## src/rtl/io_pkg.sv

```systemverilog
// ---------------------------------------------------------------------------
// io_pkg
//   Shared constants for the memory-mapped I/O controller.
//   - IO word-select codes (decoded from IOAddr[3:2])
//   - TSTAT register bit positions
//   - 7-segment anode patterns (active-low, one digit enabled at a time)
// ---------------------------------------------------------------------------
package io_pkg;

    typedef logic [1:0] io_sel_t;

    // Register select codes (IOAddr[3:2])
    localparam io_sel_t IO_DISP    = 2'b00;
    localparam io_sel_t IO_SPEED   = 2'b01;
    localparam io_sel_t IO_TPERIOD = 2'b10;
    localparam io_sel_t IO_TSTAT   = 2'b11;

    // TSTAT read-back bit positions
    localparam int TICK_BIT = 0;
    localparam int OVR_BIT  = 1;

    // Anode patterns, active-low, digit 0 is the rightmost
    localparam logic [3:0] AN_DIG0 = 4'b1110;
    localparam logic [3:0] AN_DIG1 = 4'b1101;
    localparam logic [3:0] AN_DIG2 = 4'b1011;
    localparam logic [3:0] AN_DIG3 = 4'b0111;

endpackage

```

## src/rtl/io_tick_timer.sv

```systemverilog
// ---------------------------------------------------------------------------
// io_tick_timer
//   Programmable tick timer polled by software through TPERIOD / TSTAT.
//   A non-zero period makes the counter run down and reload, raising
//   tick_flag once every `period` cycles; a tick that finds the flag still
//   set raises overrun. A zero period stops the timer with count at 0.
//
// Ports
//   clk          in   clock
//   rst_n        in   asynchronous active-low reset
//   period_wr    in   load strobe: period and count take period_wdata
//   period_wdata in   [TIMER_W-1:0] new period
//   stat_clr     in   clear strobe for tick_flag and overrun
//   count        out  [TIMER_W-1:0] current down-counter value
//   tick_flag    out  sticky tick indication
//   overrun      out  sticky "tick while flag already set"
// ---------------------------------------------------------------------------
module io_tick_timer #(
    parameter int TIMER_W = 24
) (
    input  logic               clk,
    input  logic               rst_n,
    input  logic               period_wr,
    input  logic [TIMER_W-1:0] period_wdata,
    input  logic               stat_clr,
    output logic [TIMER_W-1:0] count,
    output logic               tick_flag,
    output logic               overrun
);

    localparam logic [TIMER_W-1:0] CNT_ONE = TIMER_W'(1);

    logic [TIMER_W-1:0] period_q, period_d;
    logic [TIMER_W-1:0] count_q,  count_d;
    logic               flag_q,   flag_d;
    logic               ovr_q,    ovr_d;

    always_comb begin
        period_d = period_q;
        count_d  = count_q;
        flag_d   = flag_q;
        ovr_d    = ovr_q;

        // Clear is applied first so that a tick on the same edge overrides it.
        if (stat_clr) begin
            flag_d = 1'b0;
            ovr_d  = 1'b0;
        end

        if (period_wr) begin
            // A period load beats a coincident tick: restart, no flag.
            period_d = period_wdata;
            count_d  = period_wdata;
        end else if (period_q == '0) begin
            count_d = '0;
        end else if (count_q <= CNT_ONE) begin
            // Reload at 1 (never 0) so the interval is exactly `period`.
            count_d = period_q;
            flag_d  = 1'b1;
            ovr_d   = ovr_q | flag_q;
        end else begin
            count_d = count_q - CNT_ONE;
        end
    end

    always_ff @(posedge clk or negedge rst_n) begin
        if (!rst_n) begin
            period_q <= '0;
            count_q  <= '0;
            flag_q   <= 1'b0;
            ovr_q    <= 1'b0;
        end else begin
            period_q <= period_d;
            count_q  <= count_d;
            flag_q   <= flag_d;
            ovr_q    <= ovr_d;
        end
    end

    assign count     = count_q;
    assign tick_flag = flag_q;
    assign overrun   = ovr_q;

endmodule

```

## src/rtl/io_controller.sv

```systemverilog
// ---------------------------------------------------------------------------
// io_controller
//   Memory-mapped I/O between the MIPS core IO port and the board:
//   28-bit display register with 4-digit 7-segment scan, synchronised
//   SPEED switches, and a programmable tick timer (io_tick_timer).
//   Word select is IOAddr[3:2]: 00 DISP, 01 SPEED, 10 TPERIOD, 11 TSTAT.
//
//   Optional build macro SWITCH_DEBOUNCE_EN: when defined, the synchronised
//   SPEED value must hold for DEBOUNCE_CYCLES cycles (>= 2) before it is
//   accepted; otherwise speed_q is the plain 2-FF synchroniser output.
//
// Ports
//   CLK          in   system clock (10 MHz)
//   RESET_N      in   asynchronous active-low reset
//   IOAddr       in   [3:0]  IO word address
//   IOWriteEn    in   write strobe
//   IOWriteData  in   [31:0] write data
//   IOReadData   out  [31:0] combinational read data
//   SPEED        in   [1:0]  raw switch inputs
//   LED          out  [6:0]  segments, active-low
//   AN           out  [3:0]  anodes, active-low
//   TICK_IRQ     out  copy of the tick flag
// ---------------------------------------------------------------------------
module io_controller
    import io_pkg::*;
#(
    parameter int SCAN_BITS       = 16,
    parameter int TIMER_W         = 24,
    parameter int DEBOUNCE_CYCLES = 100000
) (
    input  logic        CLK,
    input  logic        RESET_N,
    input  logic [3:0]  IOAddr,
    input  logic        IOWriteEn,
    input  logic [31:0] IOWriteData,
    output logic [31:0] IOReadData,
    input  logic [1:0]  SPEED,
    output logic [6:0]  LED,
    output logic [3:0]  AN,
    output logic        TICK_IRQ
);

    io_sel_t sel;
    logic    wr_disp, wr_tperiod, wr_tstat;

    assign sel        = IOAddr[3:2];
    assign wr_disp    = IOWriteEn && (sel == IO_DISP);
    assign wr_tperiod = IOWriteEn && (sel == IO_TPERIOD);
    assign wr_tstat   = IOWriteEn && (sel == IO_TSTAT);

    // Byte-offset bits and the unused top data nibble are don't-care.
    logic unused_bits;
    assign unused_bits = ^{IOAddr[1:0], IOWriteData[31:28]};

    logic [27:0]          disp_q, disp_d;
    logic [SCAN_BITS-1:0] scan_q, scan_d;
    logic [1:0]           sync1_q;
    logic [1:0]           speed_q;

    assign disp_d = wr_disp ? IOWriteData[27:0] : disp_q;
    assign scan_d = scan_q + 1'b1;

    always_ff @(posedge CLK or negedge RESET_N) begin
        if (!RESET_N) begin
            disp_q  <= '0;
            scan_q  <= '0;
            sync1_q <= 2'b00;
        end else begin
            disp_q  <= disp_d;
            scan_q  <= scan_d;
            sync1_q <= SPEED;
        end
    end

`ifdef SWITCH_DEBOUNCE_EN
    localparam int DB_W = $clog2(DEBOUNCE_CYCLES) + 1;
    localparam logic [DB_W-1:0] DB_LAST = DB_W'(DEBOUNCE_CYCLES - 1);

    logic [1:0]      sync2_q;
    logic [1:0]      cand_q, cand_d;
    logic [DB_W-1:0] db_q, db_d;
    logic [1:0]      speed_d;

    // db_q counts consecutive cycles the candidate has differed from
    // speed_q; any change of the candidate restarts it at 1.
    always_comb begin
        cand_d  = cand_q;
        db_d    = db_q;
        speed_d = speed_q;
        if (sync2_q == speed_q) begin
            cand_d = sync2_q;
            db_d   = '0;
        end else if (sync2_q != cand_q) begin
            cand_d = sync2_q;
            db_d   = DB_W'(1);
        end else if (db_q == DB_LAST) begin
            speed_d = cand_q;
            db_d    = '0;
        end else begin
            db_d = db_q + 1'b1;
        end
    end

    always_ff @(posedge CLK or negedge RESET_N) begin
        if (!RESET_N) begin
            sync2_q <= 2'b00;
            cand_q  <= 2'b00;
            db_q    <= '0;
            speed_q <= 2'b00;
        end else begin
            sync2_q <= sync1_q;
            cand_q  <= cand_d;
            db_q    <= db_d;
            speed_q <= speed_d;
        end
    end
`else
    // Second synchroniser stage is the architectural speed value.
    always_ff @(posedge CLK or negedge RESET_N) begin
        if (!RESET_N) begin
            speed_q <= 2'b00;
        end else begin
            speed_q <= sync1_q;
        end
    end
`endif

    logic [TIMER_W-1:0] tmr_count;
    logic               tmr_flag;
    logic               tmr_ovr;

    io_tick_timer #(
        .TIMER_W(TIMER_W)
    ) u_timer (
        .clk          (CLK),
        .rst_n        (RESET_N),
        .period_wr    (wr_tperiod),
        .period_wdata (IOWriteData[TIMER_W-1:0]),
        .stat_clr     (wr_tstat),
        .count        (tmr_count),
        .tick_flag    (tmr_flag),
        .overrun      (tmr_ovr)
    );

    assign TICK_IRQ = tmr_flag;

    always_comb begin
        IOReadData = '0;
        case (sel)
            IO_DISP:    IOReadData = {4'b0, disp_q};
            IO_SPEED:   IOReadData = {30'b0, speed_q};
            IO_TPERIOD: IOReadData = {{(32-TIMER_W){1'b0}}, tmr_count};
            default: begin
                IOReadData[TICK_BIT] = tmr_flag;
                IOReadData[OVR_BIT]  = tmr_ovr;
            end
        endcase
    end

    // Top two scan bits pick the digit; segments are raw register bits.
    always_comb begin
        AN  = AN_DIG0;
        LED = ~disp_q[6:0];
        case (scan_q[SCAN_BITS-1:SCAN_BITS-2])
            2'd0: begin AN = AN_DIG0; LED = ~disp_q[6:0];   end
            2'd1: begin AN = AN_DIG1; LED = ~disp_q[13:7];  end
            2'd2: begin AN = AN_DIG2; LED = ~disp_q[20:14]; end
            default: begin AN = AN_DIG3; LED = ~disp_q[27:21]; end
        endcase
    end

endmodule

```

## config.mk

```make
export PLATFORM = sky130hd
export DESIGN_NAME = io_controller
export DESIGN_NICKNAME = d
export VERILOG_FILES = /design/src/rtl/io_pkg.sv /design/src/rtl/io_tick_timer.sv /design/src/rtl/io_controller.sv
export SDC_FILE = /design/constraint.sdc
export NUM_CORES = 1
export LEC_CHECK = 0
export ABC_AREA = 1
export BUFFER_PORTS_ARGS = -buffer_cell sky130_fd_sc_hd__clkbuf_2
export CORE_MARGIN = 2
export CORE_UTILIZATION = 55
export CTS_CLUSTER_DIAMETER = 60
export CTS_CLUSTER_SIZE = 10
export DETAILED_ROUTE_END_ITERATION = 10
export GPL_TIMING_DRIVEN = 0
export HOLD_SLACK_MARGIN = 0.08
export PLACE_DENSITY = 0.78
export SLEW_MARGIN = 10
export SYNTH_ARGS = -nofsm -noshare
export SYNTH_HDL_FRONTEND = slang
export SYNTH_SLANG_ARGS = --single-unit
```

## constraint.sdc

```tcl
create_clock -name CLK -period 2.24 [get_ports CLK]
set_input_delay 0.672 -clock CLK [delete_from_list [all_inputs] [get_ports CLK]]
set_output_delay 0.672 -clock CLK [all_outputs]
set_load 0.05 [all_outputs]
```

==> summary.md, run 1 <==
| Metric | Value |
|---|---|
| Tightest Pin Transition | just under 800 ps |
| Post-Synthesis Cells | 667 |
| Post-synthesis cell type count | 30 |
| Overall Global Routing Usage | 34.34% |
| Reg2Reg Depth | 10 |
| DRT Wirelength | roughly 18,000 microns |
| Root buffer cell | clkbuf_8 |
| VDD IR max | 556.6 uV |
| Synth top area share | between 40% and 50% |
| Vias/cell | 5.839 |
| Worst-skew pair later-pin latency | 370 ps |
| Layout area overhead | 37.38% |
| Post-synthesis sequential area ratio | between 40 and 50% |
| Total Power | ~5.9 mW |
| Type of the worst setup path | flip-flop to output port |
| Final nets | around 800 |
| CP Data Required Time | 1570 ps |
| Synth area leader | dfrtp_1 |
| FF+latch count, synth | 98 |
| Cell Area, Synth | 0.005221 sq mm |
| DRC viols | 0 |
| Synth Warn # | 0 |
| Initial antenna violation count | 0 |
| Pleak | 3.542 nW |
| ANT nets after route | 0 |
| Setup crit end kind | output port |
| Final hold vios | 0 |
| Cts hold-fix bufs | 0 |
| WHS | 361.9 ps |
| Ant diodes | 0 |
| Vias in the first global route | slightly above 5,000 |
| Die Wd | 101.4 microns |
| Main flop type after synthesis | dfrtp_1 |
| Final setup violation count | 30 |
| CTS Buf Count | 9 |
| Syn_area_per_cell | ~7.8 sq um |
| Final instance count without filler cells | 905 |
| Port Buf Inserts | 74 |
| Post-synth EDFFs | 0 |
| Arr. time, crit path | 1800 ps |
| Hold Path Cell Cnt | 0 |
| CTS clk-pin slew, worst paths | 100 ps |
| Initial DRC count | 447 |
| Clock Skew | 12.21 ps |
| Fmax | a little over 0.4 GHz |
| Most frequent cells after synthesis | 158 x nand2_1, 98 x dfrtp_1, 82 x inv_1, 80 x nor2_1, 59 x nand3_1 |
| I/O pin count | 85 |
| Final HPWL DP | around 12,000 microns |
| Outcome | finished with violations |
| Pin count of the biggest net entering global routing | 99 |
| Max transition margin | around half |
| Clock buffer depth | 2 |
| Period minus WS final | 2472 ps |
| RSZ-0062 raised after global routing | yes |
| Crit share post-route | 110.4% |
| Placed insts | a little under 900 |
| Worst-path maximum fanout | 8 |
| Initial Utilization | 56.51% |
| HP Class | flip-flop to flip-flop |
| CTS HTree Levels | 3 |
| Top cells by area, synth | dfrtp_1 47%, nand2_1 11%, inv_1 5.9% |
| Most frequent cell after synthesis | nand2_1 |
| FP Rows | 35 |
| CORE AREA | 0.009240 sq mm |
| Util after Layout | between 70% and 80% |
| Grt ovf | 0 |
| First-pass GRT wire length | 26,660 microns |
| Post-DR wirelength/cell | between 20 and 25 microns |
| Share of cells above drive strength 1 | 29.12% |
| Failing checks | setup timing |
| RD Place Congestion | around 0.9 |
| Clk sinks | 98 |
| MaxCap Viol Count | 0 |
| Via count | 5,284 |
| Drt first pass iters | 7 |
| Critical Path Source Type | flip-flop |
| Die area | 0.01029 sq mm |
| Pins Over Slew Limit | 0 |
| Die height | 101.4 microns |
| CTS tree | built |
| Setup WS post-layout | -232.4 ps |
| PwrDens | 816.9 mW/mm^2 |
| Ys async rst share | 100.0% |
final timing paths:
path | from | endpoint | slack (ps)
worst max-delay path | scan_q[15] | LED[2] | -230
worst min-delay path | sync1_q[0] | speed_q[0] | 360
worst max register to register | u_timer.count[0] | u_timer.count[8] | 170
worst min register to register | sync1_q[0] | speed_q[0] | 360
max in group asynchronous | RESET_N | scan_q[15] | 1290
min in group asynchronous | RESET_N | u_timer.count[14] | 370
area by class of cell:
cell class,count,area (sq um)
tap,129,161.4
fill,603,2067
multi-input combinational,463,2850
sequential,98,2455
timing repair buffer,92,959.7
buffer,23,211.5
clock inverter,5,61.31
clock buffer,10,137.6
inverter,85,336.6
state kept, by name (all words and copies together) (netlist names):
signal	flops
disp_q	28
scan_q	16
speed_q	2
sync1_q	2
u_timer.count	24
u_timer.overrun	1
u_timer.period_q	24
u_timer.tick_flag	1
logic make-up after synthesis:
kind of cell / Yosys count / share of synthesized area [%]
compound gates: 97 / 9.897
xor+xnor: 16 / 2.684
fa+ha+maj: 3 / 0.7190
buf+inv: 109 / 8.699
flops: 98 / 46.97
mux: 14 / 3.019
other cells: 1 / 0.07182
simple gates: 329 / 27.94
per-layer routing:
| layer | wire (microns) | GRT usage (%) | share of wire [%] | vias to the layer above |
|---|---|---|---|---|
| met1 | 7223 | 47.24 | 40 | 2568 |
| met4 | 721 | 12.99 | 4.0 | 0 |
| met5 | 0 | 0 | 0 | - |
| li1 | - | - | - | 2338 |
| met3 | 1615 | 6.004 | 8.9 | 59 |
| met2 | 8685 | 54.71 | 48 | 319 |
per-stage QoR:
step	instance area (sq um)	worst slack, ps	TNS (ps)
final	7173	-232.4	-2210
after global routing	7173	-285.7	-3190
after CTS	6978	-117.2	-2000
after detailed placement	6090	-546.0	-11610
after global placement	6081	-741.4	-83510
after floorplan	5549	-251.5	-1812
power by group:
part / total, mW / internal, mW / switching [mW]
combinational: 2.28 / 0.798 / 1.48
clock: 1.20 / 0.550 / 0.653
sequential: 2.38 / 2.06 / 0.314
total: 5.86 / 3.41 / 2.45
critical path: stages (launching register included):
cell,delay (ps)
dfrtp_2,490
inv_4,80
nor2_4,130
clkinv_4,150
o22ai_4,170
a21oi_1,70
o21ai_1,120
clkbuf_8,220
placed cells by master, fill, tap and decap left out, types with 13 or more instances in the layout:
cell type  count
buf_4         17
buf_8         26
clkbuf_8      21
nand2_4       13
o22ai_4       15
a21oi_1       28
nand3_1       59
clkbuf_2      35
nor2_1        72
inv_1         78
dfrtp_1       96
o21ai_0       27
mux2_2        13
nand2_1      146
repair_timing:
| action | 4_1_cts | 5_1_grt |
|---|---|---|
| gates cloned | 3 | 1 |
| pin swaps | 8 | 11 |
| setup buffers | 9 | 5 |
| gates resized for setup | 129 | 50 |
| setup endpoints to repair | 38 | 37 |
No activity file was read; power rests on OpenSTA's default activity.
==> run 2: changes to the inputs <==
Settings changed: ABC_AREA 1 to not set.
==> run 2 against run 1 <==
Against the previous run:
- the flow still finishes with violations (setup timing)
- die area decreased by 3.2%
- sequential power increased by 6%
- clock-buffer cell count grew 1
- worst hold slack better by 2.0 ps
- combinational power is 3% lower
- critical endpoint is now u_timer.count[5]
- largest power group unchanged
==> summary.md, run 2 <==
| Metric | Value |
|---|---|
| CORE AREA | 0.008806 sq mm (-4.7%) |
| Top cells by area, synth | dfrtp_1 49%, mux2i_1 6.7%, mux2_2 6.2% |
| Die area | 0.009957 sq mm (-3.2%) |
| Arr. time, crit path | 2980 ps (+1180 ps) |
| Initial Utilization | 57.30% (+0.80 points) |
| Critical Path Source Type | flip-flop |
| RSZ-0062 raised after global routing | yes |
| Share of cells above drive strength 1 | 45.73% (+17 points) |
| I/O pin count | 85 (unchanged) |
| Syn_area_per_cell | 10.43 sq um (+33%) |
| FP Rows | 34 (-2.9%) |
| CTS clk-pin slew, worst paths | 100 ps (about the same) |
| Design area | 0.006984 sq mm (-2.6%) |
| Main flop type after synthesis | dfrtp_1 |
| Reg2Reg Depth | 5 (-5) |
| Final setup violation count | 34 (+13%) |
| Post-synth EDFFs | 0 (unchanged) |
| Initial antenna violation count | 0 (unchanged) |
| Die Wd | 99.79 microns (-1.6%) |
| Final nets | 636 (-22%) |
| Via count | 4,556 (-14%) |
| Worst-path maximum fanout | 10 (+2) |
| Layout area overhead | 38.41% |
| Worst-skew pair later-pin latency | 370 ps (about the same) |
| First-pass GRT wire length | 24,160 microns (-9.4%) |
| Ant diodes | 0 (unchanged) |
| FF+latch count, synth | 98 (unchanged) |
| CTS HTree Levels | 3 (unchanged) |
| RD Place Congestion | 0.9559 (+4.4%) |
| Total Power | 5.912 mW (+0.90%) |
| CTS tree | built |
| Die height | 99.79 microns (-1.6%) |
| Synth Warn # | 0 (unchanged) |
| Pin count of the biggest net entering global routing | 99 (unchanged) |
| Layout filler cell count | 477 (-21%) |
| Root buffer cell | clkbuf_8 |
| DRT Wirelength | 16,420 microns (-10%) |
| Grt ovf | 0 (unchanged) |
| Largest register by flop count | disp_q |
| DRC viols | 0 (unchanged) |
| Final hold vios | 0 (unchanged) |
| Clock buffer depth | 2 (unchanged) |
| Setup crit end | u_timer.count[5] |
| Fmax | 0.3624 GHz (-10%) |
| Most frequent cell after synthesis | dfrtp_1 |
| Setup TNS | -11,080 ps (-8871 ps) |
| Tightest Pin Transition | 773.0 ps (-2.627 ps) |
| Placed Area | 0.005748 sq mm (-5.6%) |
| Post-synthesis cell type count | 50 (+67%) |
| ANT nets after route | 0 (unchanged) |
| Reg2Reg Setup Slack | -520 ps (-690 ps) |
| Ys async rst share | 100.0% (unchanged) |
| Most frequent cells after synthesis | 98 x dfrtp_1, 81 x nand2_1, 39 x nor2_1, 34 x mux2i_1, 28 x mux2_2 |
| CTS Buf Count | 9 (unchanged) |
| Max transition margin | 48.47% (+0.18 points) |
| Util after Layout | 79.31% (+1.7 points) |
| Initial DRC count | 500 (+12%) |
| VDD IR max | 546.1 uV (-1.9%) |
| Type of the worst setup path | flip-flop to flip-flop |
| Cell Area, Synth | 0.005046 sq mm (-3.4%) |
| Outcome | finished with violations |
| Clock Skew | 15.49 ps (+3.281 ps) |
| Crit share post-route | 123.2% (+13 points) |
| Pre-CTS WS | -678.9 ps (-132.9 ps) |
| Most frequent cells in the layout | 95 x dfrtp_1, 81 x nand2_1, 45 x clkbuf_2 |
| Pins Over Slew Limit | 0 (unchanged) |
| Vias/cell | 6.462 (+11%) |
| Commonest non-fill, non-tap cell in the layout | dfrtp_1 |
| Drt first pass iters | 5 (-2) |
| Vias in the first global route | 4,436 (-13%) |
| Port Buf Inserts | 72 (-2.7%) |
| CP startpoint | u_timer.period_q[1] |
| PwrDens | 846.5 mW/mm^2 (+3.6%) |
| CP Data Required Time | 2460 ps (+890 ps) |
| HP Class | flip-flop to flip-flop |
| Setup WS post-layout | -519.2 ps (-286.8 ps) |
| Setup crit end kind | flip-flop |
| Synth area leader | dfrtp_1 |
| MaxCap Viol Count | 0 (unchanged) |
| Clk sinks | 98 (unchanged) |
| Final HPWL DP | 9427 microns (-20%) |
| Reg-to-reg startpoint | u_timer.period_q[1] |
| Post-Synthesis Cells | 484 (-27%) |
| Failing checks | setup timing |
| Synth top area share | 48.60% (+1.6 points) |
| Post-synthesis sequential area ratio | 48.60% (+1.6 points) |
| Pleak | 3.138 nW (-11%) |
| Worst R2R End | u_timer.count[5] |
| Overall Global Routing Usage | 32.26% (-2.1 points) |
| Period minus WS final | 2759 ps (+286.8 ps) |
| Max reg flops | 28 (unchanged) |
| Post-DR wirelength/cell | 23.29 microns (+15%) |
## run 2: critical path, stage by stage, from the launching register on
cell and delay (ps):
dfrtp_1 450, nor4_1 590, nand4_1 230, o21ai_2 550
clkbuf_1 590, o21ai_0 200
## run 2: logic make-up (layout without fill, tap and decap cells)
kind of cell,Yosys count,after routing,share of synthesized area (%)
simple gates,190,190,18.37
flops,98,98,48.60
mux,71,71,17.01
buf+inv,49,159,4.488
compound gates,48,48,6.546
xor+xnor,24,24,4.166
fa+ha+maj,3,3,0.7439
other cells,1,4,0.07431
## run 2: area by class of cell
cell class	instances	area [sq um]	share of cell area, %
buffer	28	307.8	4.407
multi-input combinational	340	2894	41.44
timing repair buffer	100	932.1	13.35
sequential	98	2456	35.17
inverter	15	63.81	0.9137
clock buffer	11	131.4	1.881
clock inverter	5	63.81	0.9137
tap	108	135.1	1.935
## run 2: timing repair
| action | 4_1_cts | 5_1_grt |
|---|---|---|
| cloned | 3 | 1 |
| hold buffers | 0 | 0 |
| buffers inserted | 19 | 6 |
| setup endpoints to repair | 83 | 36 |
| gates resized for setup | 150 | 28 |
| pin swaps | 8 | 4 |
## run 2: stage by stage
stage,hold slack [ps],instances
3_3_place_gp,332.9,667
2_1_floorplan,331.2,487
3_5_place_dp,344.2,667
4_1_cts,367.2,700
6_report,363.9,705
5_1_grt,371.8,705
## run 2: worst min-delay path by stage
stage | start | end | slack (ps) | cells after the start
floorplan | sync1_q[0] | speed_q[0] | 330 | 0
finish | sync1_q[1] | speed_q[1] | 360 | 0
detailed placement | sync1_q[1] | speed_q[1] | 340 | 0
global placement | sync1_q[1] | speed_q[1] | 330 | 0
CTS | sync1_q[1] | speed_q[1] | 370 | 0
global route | sync1_q[1] | speed_q[1] | 370 | 0
## run 2: routing by layer
layer,routed length [microns],vias to the layer above,share of wire (%),GRT usage (%)
li1,-,1903,-,-
met1,5797,2213,35,43.15
met2,7905,362,48,50.26
met3,1958,78,12,6.964
met4,754,0,4.6,16.33
met5,0,-,0,0
## run 2: report_power, final
group | internal (mW) | leakage [nW] | switching [mW] | total (mW)
Sequential | 2.07 | 1.21 | 0.455 | 2.53
Combinational | 0.985 | 1.84 | 1.22 | 2.21
Clock | 0.526 | 0.0941 | 0.653 | 1.18
Total | 3.58 | 3.14 | 2.33 | 5.91
==> run 3: changes to the inputs <==
Settings changed: PLACE_DENSITY 0.78 to 0.76.
==> run 3 against run 2 <==
Against the previous run:
- the flow still finishes with violations (setup timing)
- non-clock buffer count decreased by 2
- worst hold slack got worse by 14 ps
- critical path depth increased by 2
- global-route usage increased by 0.11 points
- sequential power about the same
- clock power increased by 13%
- sequential share of layout area about the same
- sequential cell count unchanged
- first-iteration DRC count decreased by 13%
- register-to-register slack improved by 70 ps
- largest cell class unchanged
==> summary.md, run 3 (same netlist as run 2, synthesis figures left out) <==
| Metric | Value |
|---|---|
| Die Wd | 99.79 microns (unchanged) |
| Clock Skew | 15.46 ps (-0.03400 ps) |
| Placed insts | 667 (unchanged) |
| Type of the worst setup path | flip-flop to flip-flop |
| Final HPWL DP | 9616 microns (+2.0%) |
| CORE AREA | 0.008806 sq mm (unchanged) |
| Largest delay share family, worst path | simple AND/OR/NAND/NOR gates |
| Worst-path maximum fanout | 6 (-4) |
| ANT nets after route | 0 (unchanged) |
| Port Buf Inserts | 72 (unchanged) |
| Most frequent cells in the layout | 96 x dfrtp_1, 81 x nand2_1, 46 x clkbuf_2 |
| CTS clk-pin slew, worst paths | 100 ps (about the same) |
| Final instance count without filler cells | 702 (-0.43%) |
| Vias in the first global route | 4,508 (+1.6%) |
| Period minus WS final | 2693 ps (-66.45 ps) |
| Arr. time, crit path | 2930 ps (-50 ps) |
| Register area | 0.002455 sq mm (about the same) |
| CP cell instances | or4_4, or4_4, or4b_4, buf_12, buf_12, mux2i_1, o21ai_1 |
| Crit share post-route | 120.2% (-3.0 points) |
| Die area | 0.009957 sq mm (unchanged) |
| Pin count of the biggest net entering global routing | 99 (unchanged) |
| Die height | 99.79 microns (unchanged) |
| I/O pin count | 85 (unchanged) |
| Grt ovf | 0 (unchanged) |
| CP Data Required Time | 2480 ps (+20 ps) |
| CTS tree | built |
| Ant diodes | 0 (unchanged) |
| Overall Global Routing Usage | 32.37% (+0.11 points) |
| Setup TNS | -10,630 ps (+446.3 ps) |
| MaxCap Viol Count | 0 (unchanged) |
| DRT Wirelength | 16,140 microns (-1.7%) |
| Layout area overhead | 38.53% (about the same) |
| Drt first pass iters | 5 (unchanged) |
| PwrDens | 863.0 mW/mm^2 (+2.0%) |
| Setup WS post-layout | -452.8 ps (+66.45 ps) |
| Max reg flops | 28 (unchanged) |
| Via count | 4,448 (-2.4%) |
| RSZ-0062 raised after global routing | yes |
| CTS HTree Levels | 3 (unchanged) |
| Vias/cell | 6.336 (-2.0%) |
| Initial antenna violation count | 0 (unchanged) |
| Root buffer cell | clkbuf_8 |
| HP Class | flip-flop to flip-flop |
| Largest register by flop count | disp_q |
| Util after Layout | 79.38% (about the same) |
| Share of cells above drive strength 1 | 44.28% (-1.5 points) |
| Post-DR wirelength/cell | 22.99 microns (-1.3%) |
| Commonest non-fill, non-tap cell in the layout | dfrtp_1 |
| Pleak | 3.140 nW (about the same) |
| Outcome | finished with violations |
| Cts hold-fix bufs | 0 (unchanged) |
| Multi-input logic area | 0.002898 sq mm (+0.13%) |
| RD Place Congestion | 0.8762 (-8.3%) |
| Layout filler cell count | 498 (+4.4%) |
| FP Rows | 34 (unchanged) |
| Initial DRC count | 435 (-13%) |
| Clock buffer depth | 2 (unchanged) |
| CTS Buf Count | 9 (unchanged) |
| First-pass GRT wire length | 24,320 microns (+0.63%) |
| Buf+Inv Stages, Crit Path | 2 (+1) |
| VDD IR max | 520.3 uV (-4.7%) |
| Critical Path Source Type | flip-flop |
| Initial Utilization | 57.30% (unchanged) |
| Final setup violation count | 35 (+2.9%) |
| Setup crit end kind | flip-flop |
| Critical path's slowest cell | or4b_4 |
| Largest stage delay, worst path | 590 ps (about the same) |
| Failing checks | setup timing |
| Max transition margin | 47.53% (-0.93 points) |
| Fmax | 0.3714 GHz (+2.5%) |
| Final hold vios | 0 (unchanged) |
| Tightest Pin Transition | 787.0 ps (+14.02 ps) |
| DRC viols | 0 (unchanged) |
| Worst-skew pair later-pin latency | 370 ps (about the same) |
| Clk sinks | 98 (unchanged) |
| Pins Over Slew Limit | 0 (unchanged) |
| Final nets | 634 (-0.31%) |
==> run 3: cell types whose count changed in the layout (fill, tap and decap cells not counted), moves of 2 or more <==
| cell | before | now |
|---|---|---|
| mux2i_4 | 7 | 15 |
| clkinv_4 | 2 | 0 |
| o21ai_0 | 6 | 4 |
| nor3_1 | 6 | 11 |
| nor2_4 | 26 | 23 |
| o31ai_2 | 4 | 2 |
| clkbuf_1 | 10 | 7 |
| nor3_2 | 6 | 2 |
| nor2_1 | 7 | 9 |
| mux2i_2 | 13 | 5 |
==> run 3: worst reg2reg max path: stages, from the launching register on <==
cell,delay [ps]
dfrtp_1,410
or4_4,560
or4_4,440
or4b_4,590
buf_12,180
buf_12,140
mux2i_1,160
o21ai_1,90
==> run 3: power by group <==
group | switching (mW) | internal, mW
combinational | 1.18 | 0.967
sequential | 0.478 | 2.07
clock | 0.646 | 0.688
total | 2.31 | 3.73
==> run 3: worst paths after layout <==
check	start	end	slack (ps)	cells after the start
min in group asynchronous	RESET_N	speed_q[1]	370	1
worst min-delay path	sync1_q[0]	speed_q[0]	350	0
worst max register to register	u_timer.count[9]	u_timer.count[13]	-450	7
worst min register to register	sync1_q[0]	speed_q[0]	350	0
max in group asynchronous	RESET_N	u_timer.count[4]	1250	1
worst max-delay path	u_timer.count[9]	u_timer.count[13]	-450	7
==> run 3: final cells by class <==
type                       instances  area share (%)
multi-input combinational        340           41.45
sequential                        98           35.12
timing repair buffer              97           12.87
clock inverter                     4           1.056
tap                              108           1.933
clock buffer                      11           2.166
inverter                          15          0.9128
buffer                            29           4.493
==> run 3: stage by stage <==
step / hold slack, ps / power [mW] / cell area, sq um / worst slack (ps)
CTS: 364.4 / 5.817 / 6797 / -427.4
global route: 375.2 / 6.234 / 6990 / -500.8
finish: 350.3 / 6.033 / 6990 / -452.8
floorplan: 331.2 / 3.617 / 5244 / -374.8
detailed placement: 340.2 / 4.092 / 5748 / -697.8
global placement: 332.2 / 4.035 / 5739 / -754.4
==> run 3: timing repair <==
action,CTS,global route
gates cloned,4,2
setup endpoints to repair,83,43
pin swaps,4,14
buffers inserted,15,4
resized for setup,138,41
==> run 3: per-layer routing <==
metal	up-vias	track usage (%)	share of wire [%]
met3	62	5.362	8.8
met5	-	0	0
met1	2187	43.82	39
met2	300	50.68	47
li1	1899	-	-
met4	0	17.07	5.3
